## src/rtl/lcd_pkg.sv

```systemverilog
// Shared LCD bus definitions: read FSM state encoding, default bus timing
// constants (also used by the write-path timing FSM) and the cycle-timer
// load helper.
package lcd_pkg;

    typedef enum logic [2:0] {
        StIdle,
        StSetup,
        StEhU,
        StGap,
        StEhL,
        StHold,
        StDone
    } lcd_state_e;

    // Default timing at 50 MHz, in clock cycles.
    localparam int unsigned LcdSetupCyc = 2;    // RS/RW stable before E rises (>= 40 ns)
    localparam int unsigned LcdEHighCyc = 12;   // E high per nibble (>= 230 ns)
    localparam int unsigned LcdGapCyc   = 50;   // E low between nibbles (>= 1 us)
    localparam int unsigned LcdHoldCyc  = 1;    // RS/RW held after final E fall
    localparam int unsigned LcdPollMax  = 1000; // busy-flag reads before giving up

    localparam int unsigned CycCntW = 16;

    // Timer load value for a timed state; a zero-cycle setting still lasts one cycle.
    function automatic logic [CycCntW-1:0] cyc_load(input int unsigned cyc);
        logic [CycCntW-1:0] val;
        if (cyc == 0) begin
            val = CycCntW'(1);
        end else begin
            val = CycCntW'(cyc);
        end
        return val;
    endfunction

endpackage

```

## src/rtl/lcd_bus_reader_if.sv

```systemverilog
// Request/response handshake and LCD pad signals of the bus reader.
// slave: the reader itself. master: requester plus LCD side.
interface lcd_bus_reader_if;

    logic       rd_req;
    logic       rd_rs;
    logic       SF_D11;
    logic       SF_D10;
    logic       SF_D9;
    logic       SF_D8;
    logic       LCD_E;
    logic       LCD_RS;
    logic       LCD_RW;
    logic       bus_owned;
    logic       busy;
    logic [7:0] rd_data;
    logic       rd_valid;
    logic       poll_timeout;

    modport slave (
        input  rd_req, rd_rs, SF_D11, SF_D10, SF_D9, SF_D8,
        output LCD_E, LCD_RS, LCD_RW, bus_owned, busy, rd_data, rd_valid, poll_timeout
    );

    modport master (
        output rd_req, rd_rs, SF_D11, SF_D10, SF_D9, SF_D8,
        input  LCD_E, LCD_RS, LCD_RW, bus_owned, busy, rd_data, rd_valid, poll_timeout
    );

endinterface

```

## src/rtl/lcd_cycle_timer.sv

```systemverilog
// Loadable down-counter shared by all timed states of the LCD reader.
// done_o is high while the count sits at 1, i.e. during a state's last cycle.
module lcd_cycle_timer
    import lcd_pkg::*;
#(
    parameter int unsigned Width = CycCntW
) (
    input  logic             clk,
    input  logic             reset,
    input  logic             load_i,
    input  logic [Width-1:0] load_val_i,
    input  logic             en_i,
    output logic             done_o
);

    logic [Width-1:0] count_q, count_d;

    // Next count: load wins, otherwise count down and park at 1.
    always_comb begin
        count_d = count_q;
        if (load_i) begin
            count_d = load_val_i;
        end else if (en_i && (count_q > Width'(1))) begin
            count_d = count_q - Width'(1);
        end
    end

    // Count register with synchronous active-low reset.
    always_ff @(posedge clk) begin
        if (!reset) begin
            count_q <= '0;
        end else begin
            count_q <= count_d;
        end
    end

    assign done_o = (count_q == Width'(1));

endmodule

```

## src/rtl/lcd_bus_reader.sv

```systemverilog
// 4-bit read transaction engine for the character LCD bus. Returns the busy
// flag/address counter (RS=0) or a DDRAM/CGRAM byte (RS=1).
// Optional feature: define LCD_READER_POLL_EN to repeat RS=0 reads while the
// busy flag is set, up to POLL_MAX reads.
module lcd_bus_reader
    import lcd_pkg::*;
#(
    parameter int unsigned SETUP_CYC  = LcdSetupCyc,
    parameter int unsigned E_HIGH_CYC = LcdEHighCyc,
    parameter int unsigned GAP_CYC    = LcdGapCyc,
    parameter int unsigned HOLD_CYC   = LcdHoldCyc,
    parameter int unsigned POLL_MAX   = LcdPollMax
) (
    input  logic           clk,
    input  logic           reset,
    lcd_bus_reader_if.slave bus
);

    lcd_state_e         state_q, state_d;
    logic               rs_q, rs_d;
    logic [7:0]         data_q, data_d;
    logic [3:0]         pad_nib;

    logic               tmr_load;
    logic [CycCntW-1:0] tmr_val;
    logic               tmr_en;
    logic               tmr_done;

`ifdef LCD_READER_POLL_EN
    localparam int unsigned PollW = (POLL_MAX > 1) ? $clog2(POLL_MAX + 1) : 1;

    logic [PollW-1:0]   poll_cnt_q, poll_cnt_d;
    logic               timeout_q, timeout_d;
    logic               poll_again;

    // Another read is due while the busy flag is set and reads remain.
    assign poll_again = !rs_q && data_q[7] && ((32'(poll_cnt_q) + 32'd1) < POLL_MAX);
`else
    logic               unused_poll_max;
    assign unused_poll_max = (POLL_MAX == 0);
`endif

    assign pad_nib = {bus.SF_D11, bus.SF_D10, bus.SF_D9, bus.SF_D8};

    lcd_cycle_timer #(
        .Width (CycCntW)
    ) u_timer (
        .clk        (clk),
        .reset      (reset),
        .load_i     (tmr_load),
        .load_val_i (tmr_val),
        .en_i       (tmr_en),
        .done_o     (tmr_done)
    );

    // Next-state logic: sequence the timed states and capture nibbles on E's last cycle.
    always_comb begin
        state_d  = state_q;
        rs_d     = rs_q;
        data_d   = data_q;
        tmr_load = 1'b0;
        tmr_val  = cyc_load(SETUP_CYC);
        tmr_en   = 1'b0;
`ifdef LCD_READER_POLL_EN
        poll_cnt_d = poll_cnt_q;
        timeout_d  = timeout_q;
`endif
        unique case (state_q)
            StIdle: begin
                if (bus.rd_req) begin
                    rs_d     = bus.rd_rs;
                    tmr_load = 1'b1;
                    tmr_val  = cyc_load(SETUP_CYC);
                    state_d  = StSetup;
`ifdef LCD_READER_POLL_EN
                    poll_cnt_d = '0;
                    timeout_d  = 1'b0;
`endif
                end
            end
            StSetup: begin
                tmr_en = 1'b1;
                if (tmr_done) begin
                    tmr_load = 1'b1;
                    tmr_val  = cyc_load(E_HIGH_CYC);
                    state_d  = StEhU;
                end
            end
            StEhU: begin
                tmr_en = 1'b1;
                if (tmr_done) begin
                    data_d[7:4] = pad_nib;
                    tmr_load    = 1'b1;
                    tmr_val     = cyc_load(GAP_CYC);
                    state_d     = StGap;
                end
            end
            StGap: begin
                tmr_en = 1'b1;
                if (tmr_done) begin
                    tmr_load = 1'b1;
                    tmr_val  = cyc_load(E_HIGH_CYC);
                    state_d  = StEhL;
                end
            end
            StEhL: begin
                tmr_en = 1'b1;
                if (tmr_done) begin
                    data_d[3:0] = pad_nib;
                    tmr_load    = 1'b1;
                    tmr_val     = cyc_load(HOLD_CYC);
                    state_d     = StHold;
                end
            end
            StHold: begin
                tmr_en = 1'b1;
                if (tmr_done) begin
`ifdef LCD_READER_POLL_EN
                    if (poll_again) begin
                        tmr_load   = 1'b1;
                        tmr_val    = cyc_load(SETUP_CYC);
                        poll_cnt_d = poll_cnt_q + PollW'(1);
                        state_d    = StSetup;
                    end else begin
                        // Flag still set here means the read budget ran out.
                        timeout_d = !rs_q && data_q[7];
                        state_d   = StDone;
                    end
`else
                    state_d = StDone;
`endif
                end
            end
            StDone: begin
                state_d = StIdle;
            end
            default: begin
                state_d = StIdle;
            end
        endcase
    end

    // State and datapath registers with synchronous active-low reset.
    always_ff @(posedge clk) begin
        if (!reset) begin
            state_q <= StIdle;
            rs_q    <= 1'b0;
            data_q  <= 8'h00;
`ifdef LCD_READER_POLL_EN
            poll_cnt_q <= '0;
            timeout_q  <= 1'b0;
`endif
        end else begin
            state_q <= state_d;
            rs_q    <= rs_d;
            data_q  <= data_d;
`ifdef LCD_READER_POLL_EN
            poll_cnt_q <= poll_cnt_d;
            timeout_q  <= timeout_d;
`endif
        end
    end

    // Bus strobes decoded from state; RS/RW only change while E is low.
    always_comb begin
        bus.LCD_E        = 1'b0;
        bus.LCD_RS       = 1'b0;
        bus.LCD_RW       = 1'b0;
        bus.bus_owned    = 1'b0;
        bus.busy         = (state_q != StIdle);
        bus.rd_valid     = 1'b0;
        bus.poll_timeout = 1'b0;
        unique case (state_q)
            StSetup, StGap, StHold: begin
                bus.LCD_RS    = rs_q;
                bus.LCD_RW    = 1'b1;
                bus.bus_owned = 1'b1;
            end
            StEhU, StEhL: begin
                bus.LCD_E     = 1'b1;
                bus.LCD_RS    = rs_q;
                bus.LCD_RW    = 1'b1;
                bus.bus_owned = 1'b1;
            end
            StDone: begin
                bus.rd_valid = 1'b1;
`ifdef LCD_READER_POLL_EN
                bus.poll_timeout = timeout_q;
`endif
            end
            default: begin
                bus.LCD_E = 1'b0;
            end
        endcase
    end

    assign bus.rd_data = data_q;

endmodule

```

## src/flat_wrapper.sv

```systemverilog
// flat-port wrapper written by rule: the top's interface ports become plain ports
module lcd_bus_reader_flat import lcd_pkg::*;
#(
    parameter int unsigned SETUP_CYC  = LcdSetupCyc,
    parameter int unsigned E_HIGH_CYC = LcdEHighCyc,
    parameter int unsigned GAP_CYC    = LcdGapCyc,
    parameter int unsigned HOLD_CYC   = LcdHoldCyc,
    parameter int unsigned POLL_MAX   = LcdPollMax
)
  (clk, reset, bus_rd_req, bus_rd_rs, bus_SF_D11, bus_SF_D10, bus_SF_D9, bus_SF_D8, bus_LCD_E, bus_LCD_RS, bus_LCD_RW, bus_bus_owned, bus_busy, bus_rd_data, bus_rd_valid, bus_poll_timeout);
  lcd_bus_reader_if bus_i ();
  input  logic clk;
  input  logic reset;
  input wire logic [$bits(bus_i.rd_req)-1:0] bus_rd_req;
  input wire logic [$bits(bus_i.rd_rs)-1:0] bus_rd_rs;
  input wire logic [$bits(bus_i.SF_D11)-1:0] bus_SF_D11;
  input wire logic [$bits(bus_i.SF_D10)-1:0] bus_SF_D10;
  input wire logic [$bits(bus_i.SF_D9)-1:0] bus_SF_D9;
  input wire logic [$bits(bus_i.SF_D8)-1:0] bus_SF_D8;
  output wire logic [$bits(bus_i.LCD_E)-1:0] bus_LCD_E;
  output wire logic [$bits(bus_i.LCD_RS)-1:0] bus_LCD_RS;
  output wire logic [$bits(bus_i.LCD_RW)-1:0] bus_LCD_RW;
  output wire logic [$bits(bus_i.bus_owned)-1:0] bus_bus_owned;
  output wire logic [$bits(bus_i.busy)-1:0] bus_busy;
  output wire logic [$bits(bus_i.rd_data)-1:0] bus_rd_data;
  output wire logic [$bits(bus_i.rd_valid)-1:0] bus_rd_valid;
  output wire logic [$bits(bus_i.poll_timeout)-1:0] bus_poll_timeout;
  assign bus_i.rd_req = bus_rd_req;
  assign bus_i.rd_rs = bus_rd_rs;
  assign bus_i.SF_D11 = bus_SF_D11;
  assign bus_i.SF_D10 = bus_SF_D10;
  assign bus_i.SF_D9 = bus_SF_D9;
  assign bus_i.SF_D8 = bus_SF_D8;
  assign bus_LCD_E = bus_i.LCD_E;
  assign bus_LCD_RS = bus_i.LCD_RS;
  assign bus_LCD_RW = bus_i.LCD_RW;
  assign bus_bus_owned = bus_i.bus_owned;
  assign bus_busy = bus_i.busy;
  assign bus_rd_data = bus_i.rd_data;
  assign bus_rd_valid = bus_i.rd_valid;
  assign bus_poll_timeout = bus_i.poll_timeout;
  lcd_bus_reader #(.SETUP_CYC(SETUP_CYC), .E_HIGH_CYC(E_HIGH_CYC), .GAP_CYC(GAP_CYC), .HOLD_CYC(HOLD_CYC), .POLL_MAX(POLL_MAX)) u_core (.clk(clk), .reset(reset), .bus(bus_i));
endmodule
```

## config.mk

```make
export PLATFORM = sky130hd
export DESIGN_NAME = lcd_bus_reader_flat
export DESIGN_NICKNAME = d
export VERILOG_FILES = /design/src/rtl/lcd_pkg.sv /design/src/rtl/lcd_bus_reader_if.sv /design/src/rtl/lcd_cycle_timer.sv /design/src/rtl/lcd_bus_reader.sv /design/src/flat_wrapper.sv
export SDC_FILE = /design/constraint.sdc
export NUM_CORES = 1
export LEC_CHECK = 0
export ABC_AREA = 1
export ABC_CLOCK_PERIOD_IN_PS = 2000
export CAP_MARGIN = 5
export CORE_MARGIN = 2
export CORE_UTILIZATION = 53
export DETAILED_ROUTE_END_ITERATION = 10
export PLACE_DENSITY = 0.88
export SYNTH_ARGS = -nofsm -noshare
export SYNTH_HDL_FRONTEND = slang
export SYNTH_SLANG_ARGS = --single-unit
```

## constraint.sdc

```tcl
create_clock -name clk -period 2 [get_ports clk]
set_input_delay 0.3 -clock clk [delete_from_list [all_inputs] [get_ports clk]]
set_output_delay 0.3 -clock clk [all_outputs]
set_load 0.005 [all_outputs]
```

==> results of run 1 <==
## worst min path at each step
stage | end | slack [ns] | depth (start not counted)
finish | u_core.bus.rd_data[2] | 0.47 | 2
CTS | u_core.bus.rd_data[2] | 0.47 | 2
detailed placement | u_core.bus.rd_data[2] | 0.46 | 2
floorplan | u_core.rs_q | 0.43 | 2
global placement | u_core.rs_q | 0.44 | 2
global route | u_core.bus.rd_data[2] | 0.50 | 2
## per-layer routing
| layer | global-route usage [%] | vias up |
|---|---|---|
| li1 | - | 816 |
| met1 | 29.4 | 680 |
| met2 | 34.7 | 33 |
| met3 | 2.46 | 6 |
| met4 | 6.98 | 0 |
| met5 | 0 | - |
## final cells by class
type                            count  area share [%]
Clock buffer                        3            1.20
Multi-Input combinational cell    184            47.3
Timing Repair Buffer               28            14.5
Tap cell                           31            2.06
Sequential cell                    28            30.2
Inverter                           24            4.78
## cell usage after synthesis, types with 2 or more instances
master / instances
nand2_2: 4
o21ai_1: 4
ha_1: 2
buf_4: 2
inv_2: 5
nand3_1: 15
xnor2_1: 2
a21oi_1: 18
dfxtp_1: 28
nor2_2: 3
xor2_1: 2
o21ai_0: 11
nor3_1: 2
nor2_4: 4
nor2_1: 50
nand2_1: 59
inv_1: 18
## metrics by stage
stage	power (mW)	setup WS [ns]	hold WS [ns]	std cells
final	3.35	0.157	0.471	298
after global routing	3.71	0.0639	0.499	298
after CTS	3.32	0.00263	0.474	297
after detailed placement	3.03	0.152	0.456	291
after global placement	2.99	0.230	0.444	291
after floorplan	2.55	0.498	0.430	240
## worst max-delay path: stages (launching register included)
cell	delay, ns
dfxtp_2	0.37
buf_4	0.16
nand3_2	0.11
nand2_1	0.09
clkdlybuf4s50_1	0.50
## cells in the final DEF (no fill, tap or decap), types with 4 or more instances in the layout
cell / instances
dlymetal6s2s_1: 4
inv_1: 18
nor2_4: 4
clkdlybuf4s50_1: 17
a21oi_1: 18
nand2_1: 59
inv_2: 5
nor2_1: 50
nand2_2: 4
o21ai_0: 11
dfxtp_1: 25
o21ai_1: 4
nand3_1: 14
buf_4: 7
## power breakdown
part           switching, mW  internal, mW
Combinational           1.37         0.860
Sequential             0.160         0.727
Clock                  0.158        0.0707
## flip-flops by register name (all words and copies together), names as in the netlist
signal                  count
u_core.rs_q                 1
u_core.u_timer.count_q     16
u_core.bus.rd_data          8
u_core.state_q              3
## kinds of logic after synthesis
group	count (synthesis)	share of synthesized area, %
buf+inv	28	7.30
fa+ha+maj	2	1.60
compound gates	36	12.5
flops	28	35.9
xor+xnor	4	2.25
simple gates	141	40.2
other cells	1	0.240
## repair_timing
item | 4_1_cts | 5_1_grt
endpoints found under the setup margin | 3 | 5
pin swaps | 0 | 1
cloned | 0 | 0
resized for setup | 4 | 6
setup buffers | 3 | 1
==> results.cfg, run 1 <==
[sta]
report.final.slew_viol_count = 0
timing.final.crit_share_pct = 92.2
maxSlewHeadroom_pct = 66.2
finalSetupTns_ns = 0
clock_skew_ns = 0.00419
worst_pin_slew_ns = 0.501
setup_viol = 0
period_needed_ns = 1.84
hold_viol_final = 0
grt_setup_unrepaired = false
fmax_mhz = 543

[placement]
placed_cell_area_sq_um = 1810
portBuffers = 21
dp_hpwl_microns = 2520
place.gp.congestion = 0.871

[die]
die_w_microns = 58.3
fp.coreArea_sq_um = 2780
pin_count = 23
rows = 19
die_h_microns = 58.3
die-area_sq_um = 3390
start_util_pct = 56.1

[finish]
final_cell_area_sq_um = 1880
nNetsFinal = 279
finish.utilization_pct = 67.7
diodes = 0
seqCellArea_sq_um = 569
synthToLayoutAreaGrowth_pct = 20.8
multiInputGateArea_sq_um = 891
drive_gt1_share_pct = 12.4
n_fill_cell = 251

[critical_path]
cp_max_fo = 7
crit_start = u_core.state_q[1]
r2r_start = u_core.u_timer.count_q[0]
critPathLaunchType = register
r2r_end = u_core.u_timer.count_q[1]
rrSetupSlack_ns = 0.23
end_kind = output pin
reg2reg_depth = 10
crit_required_ns = 1.70
worstPathArrival_ns = 1.54
crit_end = bus_LCD_E
critical_path_class = reg2out

[clock_tree]
clock_path_buffers = 2
cts_root_buf = clkbuf_4
cts_sinks = 28
holdBufCountCts = 0
path_clk_slew_ns = 0.14
insertion_delay_ns = 0.32
cts_tree = yes
cts_buffers = 3
htreeDepth = 1

[power]
static-leakage-power_nw = 0.888
vdd_drop_max_mv = 1.52
p_per_area_nw_per_um2 = 1780

[yosys]
synth_top_area_share_pct = 35.9
ys_seq_area_share_pct = 35.9
synth_top_flop_cell = dfxtp_1
syn_area_sq_um = 1560
synth_edf_count = 0
async_flop_share_pct = 0
ys_ff_latch = 28
netlist_top_cells_area = dfxtp_1 (36%), nand2_1 (14%), nor2_1 (12%), a21oi_1 (5.8%), nand3_1 (4.8%)
yosys.area.top_type = dfxtp_1
ys_types = 28
mappedNetlistNets = 250
yosys_warnings = 0
syn_inst = 240
avgSynthCellArea_sq_um = 6.50

[run]
maxCapViolations = 0

[drt]
first_pass_iters = 4
antenna_left = 0
met2WireLength_microns = 1530
via_per_inst = 5.15
highest_layer = met4
num_vias = 1535
drt_wl_total_microns = 3360
drc = 0
wl_met1_microns = 1650
wl_per_cell_microns = 11.3
drt_iter0_markers = 43
wl_met3_microns = 143

[min_path]
min-delay-start = u_core.bus.rd_data[2]
worstHoldPathType = reg2reg

[global_routing]
grt_antenna_before_repair = 0
grt_usage_pct = 21.3
grt_pass1_vias = 1412
grt_pass1_wl_microns = 5730
grt_max_degree = 15
grt-ovfl-total = 0

[status]
outcome = finished clean
(Power assumes the default switching activity.)
==> inputs of run 2 (changes only) <==
--- a/config.mk
+++ b/config.mk
@@ -6,7 +6,7 @@
 export NUM_CORES = 1
 export LEC_CHECK = 0
 export ABC_AREA = 1
-export ABC_CLOCK_PERIOD_IN_PS = 2000
+export ABC_CLOCK_PERIOD_IN_PS = 1800
 export CAP_MARGIN = 5
 export CORE_MARGIN = 2
 export CORE_UTILIZATION = 53
==> constraint.sdc (replaced) <==
create_clock -name clk -period 1.8 [get_ports clk]
set_input_delay 0.27 -clock clk [delete_from_list [all_inputs] [get_ports clk]]
set_output_delay 0.27 -clock clk [all_outputs]
set_load 0.005 [all_outputs]
==> results.cfg, run 2 (synthesis gave the netlist of run 1 again) <==
[clock_tree]
cts_tree = yes
holdBufCountCts = 0
insertion_delay_ns = 0.33
cts_sinks = 28
cts_buffers = 3
clock_path_buffers = 2
cts_root_buf = clkbuf_4
htreeDepth = 1
path_clk_slew_ns = 0.15

[placement]
portBuffers = 21
place.gp.congestion = 0.837
dp_hpwl_microns = 2560
preCtsSetupSlack_ns = 0.0824

[sta]
period_needed_ns = 1.75
hold_slack_ns = 0.470
setup_slack_ns = 0.0538
clock_skew_ns = 0.00898
hold_viol_final = 0
fmax_mhz = 573
timing.final.crit_share_pct = 97.0
worst_pin_slew_ns = 0.520
report.final.slew_viol_count = 0
maxSlewHeadroom_pct = 65.0
setup_viol = 0

[global_routing]
grt_antenna_before_repair = 0
grt_pass1_wl_microns = 6050
grt-ovfl-total = 0
grt_pass1_vias = 1406
grt_usage_pct = 22.9
grt_max_degree = 15

[drt]
drt_wl_total_microns = 4010
num_vias = 1638
drt_iter0_markers = 71
wl_per_cell_microns = 13.1
antenna_left = 0
via_per_inst = 5.35
drc = 0
first_pass_iters = 4

[critical_path]
crit_cells = 8
end_kind = output pin
crit_start = u_core.state_q[0]
critical_path_class = reg2out
critPathSlowestCell = dfxtp_4
crit_end = bus_LCD_RS
rrSetupSlack_ns = 0.07
path_cells = buf_4 > nor2_4 > nand2_2 > inv_2 > a21oi_4 > inv_1 > nor2_1 > dlygate4sd2_1
critPathLaunchType = register
reg2reg_depth = 8
crit_required_ns = 1.53
crit_buf_inv = 4
cpPeakStageDelay_ns = 0.38
worstPathArrival_ns = 1.48
r2r_end = u_core.state_q[0]
cp_max_fo = 4
r2r_start = u_core.u_timer.count_q[6]
cp_top_family = buffers and inverters

[finish]
largest_register_ff_count = 16
synthToLayoutAreaGrowth_pct = 29.8
layout_common_cells = nand2_1 (56), nor2_1 (45), dfxtp_1 (24)
nNetsFinal = 287
diodes = 0
regMostFlops = u_core.u_timer.count_q
final_common_cell = nand2_1
drive_gt1_share_pct = 18.5

[die]
die-area_sq_um = 3390
pin_count = 23
fp.coreArea_sq_um = 2780
rows = 19
start_util_pct = 56.1
die_w_microns = 58.3
die_h_microns = 58.3

[min_path]
worstHoldPathType = reg2reg

[power]
power.switching_mw = 2.19
power.total_mw = 4.20
static-leakage-power_nw = 0.922
intPower_mw = 2.01
p_sw_share_pct = 52.2
vdd_drop_max_mv = 1.51
p_per_area_nw_per_um2 = 2070
pwr-share-seq_pct = 24.0
p_clk_share_pct = 6.3
combPwrFrac_pct = 69.7

[run]
maxCapViolations = 0

[status]
outcome = finished clean
==> run 2: cell count changes in the layout (fill, tap and decap cells not counted), sizes merged <==
cell and delta:
buf +8, dlymetal6s2s -3, clkdlybuf4s50 -2, dlygate4sd2 +5
==> run 2: worst min-delay path by stage <==
| stage | to | cells past startpoint | slack (ns) | start |
|---|---|---|---|---|
| after floorplan | u_core.bus.rd_data[4] | 2 | 0.40 | bus_SF_D8 |
| after global placement | u_core.rs_q | 2 | 0.44 | u_core.rs_q |
| after detailed placement | u_core.rs_q | 2 | 0.45 | u_core.rs_q |
| after CTS | u_core.rs_q | 2 | 0.47 | u_core.rs_q |
| after global routing | u_core.bus.rd_data[2] | 2 | 0.50 | u_core.bus.rd_data[2] |
| final | u_core.bus.rd_data[3] | 2 | 0.47 | u_core.bus.rd_data[3] |
==> run 2: what timing repair did <==
item | CTS | global route
endpoints found under the setup margin | 5 | 17
resized for setup | 10 | 27
pin swaps | 1 | 9
buffers inserted | 4 | 5
==> run 2: power groups by stage <==
stage | combinational (mW) | clock [mW] | sequential (mW)
2_1_floorplan | 1.89 | 0 | 0.946
3_3_place_gp | 2.37 | 0 | 0.999
3_5_place_dp | 2.43 | 0 | 1.00
4_1_cts | 2.47 | 0.265 | 0.983
5_1_grt | 3.23 | 0.289 | 1.03
6_report | 2.93 | 0.266 | 1.01
==> run 2: area by class of cell <==
| class | instances | area [sq um] |
|---|---|---|
| Sequential cell | 28 | 571 |
| Fill cell | 224 | 757 |
| Timing Repair Buffer | 36 | 330 |
| Inverter | 24 | 97.6 |
| Tap cell | 31 | 38.8 |
| Multi-Input combinational cell | 184 | 965 |
| Clock buffer | 3 | 22.5 |
==> run 2: per-stage QoR <==
step	util (%)	setup TNS (ns)	instances	cell area [sq um]
6_report	72.8	0	306	2020
5_1_grt	72.8	-0.238	306	2020
4_1_cts	68.1	-0.121	302	1890
3_5_place_dp	66.1	0	295	1840
3_3_place_gp	66.1	0	295	1840
2_1_floorplan	-	0	240	1560
==> run 2: layer usage <==
| layer | part of all wire [%] | track usage [%] | vias to the layer above |
|---|---|---|---|
| li1 | - | - | 830 |
| met1 | 46 | 32.4 | 750 |
| met2 | 48 | 36.4 | 52 |
| met3 | 4.6 | 2.23 | 6 |
| met4 | 1.0 | 8.64 | 0 |
| met5 | 0 | 0 | - |
==> run 2: tightest hold or removal path, cell delays in order (launching register included) <==
cell,delay (ns)
dfxtp_1,0.34
nand2_1,0.06
a21oi_1,0.05
==> inputs of run 3 (changes only) <==
--- a/config.mk
+++ b/config.mk
@@ -6,7 +6,6 @@
 export NUM_CORES = 1
 export LEC_CHECK = 0
 export ABC_AREA = 1
-export ABC_CLOCK_PERIOD_IN_PS = 1800
 export CAP_MARGIN = 5
 export CORE_MARGIN = 2
 export CORE_UTILIZATION = 53
==> results of run 3 <==
Final layout, timing and power as in run 2 (identical DEF).
